$ cat config.mk
export PLATFORM = sky130hd
export DESIGN_NAME = pwm_clk_gen
export DESIGN_NICKNAME = d
export VERILOG_FILES = /design/src/rtl/pwm_clk_gen.sv
export SDC_FILE = /design/constraint.sdc
export NUM_CORES = 2
export LEC_CHECK = 0
export BUFFER_PORTS_ARGS = -buffer_cell sky130_fd_sc_hd__buf_2
export CORE_MARGIN = 2
export CORE_UTILIZATION = 36
export CTS_CLUSTER_DIAMETER = 150
export DETAILED_ROUTE_END_ITERATION = 10
export HOLD_SLACK_MARGIN = 0.08
export MAX_ROUTING_LAYER = met4
export SLEW_MARGIN = 0
export SYNTH_ARGS = -nofsm -noshare
export SYNTH_HDL_FRONTEND = slang
export SYNTH_SLANG_ARGS = --single-unit
export TNS_END_PERCENT = 1
$ cat constraint.sdc
create_clock -name clk_in -period 5.3 [get_ports clk_in]
set_clock_uncertainty 0.15 [all_clocks]
set_input_delay 0.53 -clock clk_in [delete_from_list [all_inputs] [get_ports clk_in]]
set_output_delay 0.53 -clock clk_in [all_outputs]
set_load 0.05 [all_outputs]
$ cat src/rtl/pwm_clk_gen.sv
// rtl/pwm_clk_gen.sv - multi-channel programmable clock/PWM generator
//
// Purpose:
//   NUM_CH independent channels. Each channel has a period P and a high time H,
//   both counted in clk_in cycles. Software writes a shadow copy of P/H through
//   load. The shadow is applied only when the channel is halted or at the end of
//   a period, so a reload never produces a runt pulse.
//
// Optional feature:
//   Macro PWM_CLK_GEN_SYNC_EN adds the 1-bit input sync. A sync pulse restarts
//   every running channel at cnt = 0 and applies any pending shadow, as though
//   the period had ended on that cycle.
//
// Ports:
//   clk_in     in   system clock
//   rst        in   synchronous reset, active high
//   sync       in   (PWM_CLK_GEN_SYNC_EN only) phase-align all running channels
//   en         in   [NUM_CH]        per-channel run enable, level
//   load       in   [NUM_CH]        per-channel strobe, captures period/high_time slice
//   period     in   [NUM_CH*CNT_W]  channel i at [i*CNT_W +: CNT_W]
//   high_time  in   [NUM_CH*CNT_W]  channel i at [i*CNT_W +: CNT_W]
//   clk_out    out  [NUM_CH]        generated waveform, registered
//   tick       out  [NUM_CH]        registered pulse marking the first cycle of a period
//   pending    out  [NUM_CH]        shadow holds values not yet applied

module pwm_clk_gen #(
  parameter int NUM_CH = 4,
  parameter int CNT_W  = 32
) (
  input  logic                    clk_in,
  input  logic                    rst,
`ifdef PWM_CLK_GEN_SYNC_EN
  input  logic                    sync,
`endif
  input  logic [NUM_CH-1:0]       en,
  input  logic [NUM_CH-1:0]       load,
  input  logic [NUM_CH*CNT_W-1:0] period,
  input  logic [NUM_CH*CNT_W-1:0] high_time,
  output logic [NUM_CH-1:0]       clk_out,
  output logic [NUM_CH-1:0]       tick,
  output logic [NUM_CH-1:0]       pending
);

  logic sync_req;

`ifdef PWM_CLK_GEN_SYNC_EN
  assign sync_req = sync;
`else
  assign sync_req = 1'b0;
`endif

  for (genvar g = 0; g < NUM_CH; g++) begin : g_ch
    logic [CNT_W-1:0] per_q;
    logic [CNT_W-1:0] high_q;
    logic [CNT_W-1:0] sper_q;
    logic [CNT_W-1:0] shigh_q;
    logic [CNT_W-1:0] cnt_q;
    logic             pend_q;
    logic             clk_q;
    logic             tick_q;

    logic             run;
    logic             wrap;
    logic             boundary;

    // A period below 2 cannot produce a waveform, so it counts as halted.
    assign run = en[g] && (per_q >= CNT_W'(2));

    // End of the current period: the normal terminal count, or a sync restart.
    assign wrap = run && (sync_req || (cnt_q == per_q - CNT_W'(1)));

    // Points where the shadow may be applied without cutting a period short.
    // A halted channel has no period in flight, so it applies at once.
    assign boundary = !run || wrap;

    always_ff @(posedge clk_in) begin
      if (rst) begin
        per_q   <= '0;
        high_q  <= '0;
        sper_q  <= '0;
        shigh_q <= '0;
        cnt_q   <= '0;
        pend_q  <= 1'b0;
        clk_q   <= 1'b0;
        tick_q  <= 1'b0;
      end else begin
        // The outputs are one cycle behind cnt. H = 0 gives constant low and
        // H >= P gives constant high without any special-case logic.
        clk_q  <= run && (cnt_q < high_q);
        tick_q <= run && (cnt_q == '0);

        cnt_q <= (run && !wrap) ? cnt_q + CNT_W'(1) : '0;

        // The apply uses the shadow as registered before this cycle. A load on
        // the same cycle lands in the shadow and waits for the next boundary.
        if (boundary && pend_q) begin
          per_q  <= sper_q;
          high_q <= shigh_q;
        end

        if (load[g]) begin
          sper_q  <= period[g*CNT_W +: CNT_W];
          shigh_q <= high_time[g*CNT_W +: CNT_W];
          pend_q  <= 1'b1;
        end else if (boundary) begin
          pend_q  <= 1'b0;
        end
      end
    end

    assign clk_out[g] = clk_q;
    assign tick[g]    = tick_q;
    assign pending[g] = pend_q;
  end

endmodule
==> impl_metrics.tcl <==
set metrics [dict create \
    cpMostUsedCell "mux2i_1" \
    max_cap_viol_count 0 \
    crit_type "flip-flop to flip-flop" \
    synth_most_common_cell "nor2_1" \
    synth_ff_type "dfxtp_1" \
    nNetsFinal 4962 \
    remaining_drc_errors 0 \
    max-slew-margin-rel_pct 36.9 \
    finalPower_mw 13.3 \
    finalSetupTns_ns 0 \
    cts_inserted_buffers 79 \
    crit_family "simple AND/OR/NAND/NOR gates" \
    ant_nets 0 \
    synth.top_cells.by_count "nor2_1 (755), dfxtp_1 (652), mux2i_1 (459)" \
    io_pins 278 \
    power_density_nw_per_um2 312 \
    finalCritPeriodShare_pct 79.7 \
    slew_violations 0 \
    async_flop_share_pct 0 \
    viasPerCell 5.15 \
    syn_area_um2 35100 \
    start_kind "flip-flop" \
    core_area_um2 96700 \
    wl_per_cell_um 17.1 \
    tritoncts "built" \
    critPathCaptureType "flip-flop" \
    grt_max_degree 207 \
    drt-initial-drc-count 2162 \
    p_leak_nw 17.0 \
    grt_pass1_vias 28600 \
    place.port_buffers 277 \
    synth_edf_count 0 \
    synth_seq_cells 652 \
    grt_pass1_wl_um 158000 \
    post_cts_buffers 0 \
    rsz0062_at_grt "no" \
    final_layout_size_suffix_gt1_share_pct 11.1 \
    hpwl_um 69900 \
    die_area_um2 100000 \
    globalplace.congestion 0.914 \
    wirelength_um 101000 \
    hp-class "input pin to flip-flop" \
    finalCriticalPeriod_ns 4.23 \
    slowest_stage "and4_4" \
    synth_nets 4610 \
    synth_warnings 0 \
    gr-total-overflow 0 \
    num_rows 114 \
    yosysTopAreaCellShare_pct 37.1 \
    irDropWorstVdd_v 0.000228 \
    synth.distinct_cells 71 \
    antenna_found_initial 2 \
    n_fill_cell 9440 \
    crit_buf_inv 2 \
    htree_levels 3 \
    die_w_um 316 \
    area_growth_pct 21.0 \
    outcome "completed" \
    start_util_pct 36.3 \
    die_h_um 316 \
    clockRootBuffer "clkbuf_16" \
    cts_sinks 652 \
    clk_pin_slew_ns 0.06 \
    cp.required_ns 5.64 \
    cts_resized 0 \
    yosys-top-cells-area "dfxtp_1 (37%), mux2i_1 (13%), nor2_1 (8.1%), ha_1 (5.0%), xnor2_1 (3.9%)" \
    drt-pass1-iter-count 6 \
    clockBufferDepth 3 \
    tightest_slew_ns 0.947 \
    critical_path.cell_chain "inv_1 > ha_1 > nor4b_1 > nand2_1 > nor4_2 > mux2i_1 > mux2i_1 > o21ai_0 > and4_4 > buf_12 > mux2i_1 > o311ai_0" \
    synth_area_leader_cell "dfxtp_1" \
    syn_inst 4204 \
    hold_viol 0 \
    seq_area_frac_synth_pct 37.1 \
    fmax_mhz 237 \
    arrival_ns 4.57 \
    critical_path.max_stage_delay_ns 0.57 \
    finalSetupViolations 0 \
    vias 30400 \
    avgSynthCellArea_um2 8.36 \
    grt_use_total_pct 20.2 \
    cp_max_fo 39 \
    clk_latency_ns 0.65 \
]
==> layout by cell type, fill, tap and decap left out, types with 9 or more instances in the layout <==
cell type      netlist  layout
nand3_1            130     130
nor2b_1             24      24
nand2_1            366     366
or3_1               27      27
a21o_1              27      27
a21oi_1            119     119
xnor2_1            158     158
clkinv_2             0      16
ha_1               140     140
clkbuf_8             0      14
buf_12               0       9
dlygate4sd3_1        0     256
nor4b_1             18      18
xor2_1             129     129
buf_4               23      26
nor2_1             755     755
o311ai_1            34      34
nor3_1             137     137
nor4_1              65      65
o311ai_0            36      36
o211ai_1            11      11
a31oi_1             14      14
and3_1              30      30
nand4_1             76      76
mux2i_1            459     459
or4b_1              15      15
or4b_2              50      50
dfxtp_1            652     650
o21ai_0             48      48
nand2b_1            21      21
inv_1              165     165
buf_2               26     272
or4_1               27      27
nor3b_1             66      66
clkbuf_1           217      15
clkbuf_16            0      83
==> worst register-to-register path, stage by stage (launching register included) <==
cell      delay, ns
dfxtp_1        0.35
inv_1          0.13
ha_1           0.35
nor4b_1        0.54
nand2_1        0.35
nor4_2         0.45
mux2i_1        0.24
mux2i_1        0.08
o21ai_0        0.20
and4_4         0.57
buf_12         0.30
mux2i_1        0.21
o311ai_0       0.15
==> layout make-up <==
cell class                 count  area [µm²]  area share, %
multi-input combinational   3094       20200           47.6
clock buffer                 112        2330           5.47
clock inverter                34         369          0.868
inverter                     165         619           1.46
antenna                        3        7.51         0.0177
sequential                   652       13100           30.7
timing repair buffer         564        4310           10.1
tap                         1276        1600           3.75
==> through the flow <==
| stage | utilization (%) | std cells | instance area [µm²] | setup slack [ns] | hold WS, ns |
|---|---|---|---|---|---|
| final | 44.0 | 5900 | 42500 | 1.07 | 0.157 |
| after global routing | 44.0 | 5899 | 42500 | 0.593 | 0.141 |
| after CTS | 44.0 | 5897 | 42500 | 1.12 | 0.115 |
| after detailed placement | 38.5 | 5495 | 37300 | 1.15 | 0.331 |
| after global placement | 38.5 | 5495 | 37300 | 1.24 | 0.323 |
| after floorplan | - | 4204 | 35100 | 1.65 | 0.301 |
==> metal layers <==
metal	routed length (µm)	track usage [%]
met1	46300	25.7
met2	48100	33.3
met3	3750	2.41
met4	2870	6.63
met5	0	-
==> what timing repair did <==
| item | in CTS | in global routing |
|---|---|---|
| endpoints found under the hold margin | 256 | 0 |
| setup endpoints to repair | 0 | 0 |
| hold buffers | 256 | 0 |
==> final timing paths <==
kind                                          from            endpoint  slack (ns)  depth (start not counted)
worst max-delay path              g_ch[1].per_q[0]   g_ch[1].high_q[2]        1.07                         12
worst max register to register    g_ch[1].per_q[0]   g_ch[1].high_q[2]        1.07                         12
worst min register to register  g_ch[2].shigh_q[8]  g_ch[2].shigh_q[8]        0.34                          2
worst min-delay path                         en[3]      g_ch[3].tick_q        0.16                          3
==> kinds of logic after synthesis <==
kind of cell | share of synthesized area, %
XOR/XNOR | 7.15
buffers and inverters | 5.34
multiplexers | 13.1
AO/OA/AOI/OAI | 6.87
flip-flops | 37.1
adder cells (fa/ha/maj) | 4.99
AND/OR/NAND/NOR | 25.4
==> power breakdown <==
group,switching (mW),leakage (nW),internal (mW)
registers,0.215,5.32,5.13
clock network,2.23,1.33,3.37
logic,1.35,10.4,0.988
total,3.80,17.0,9.48
==> sequential cells by signal, summed over array words and instances, names as in the netlist <==
signal / flops
g_ch.pend_q: 4
g_ch.tick_q: 4
g_ch.per_q: 128
g_ch.cnt_q: 128
g_ch.shigh_q: 128
g_ch.high_q: 128
g_ch.clk_q: 4
g_ch.sper_q: 128
Power figures use the tool's default switching activity.
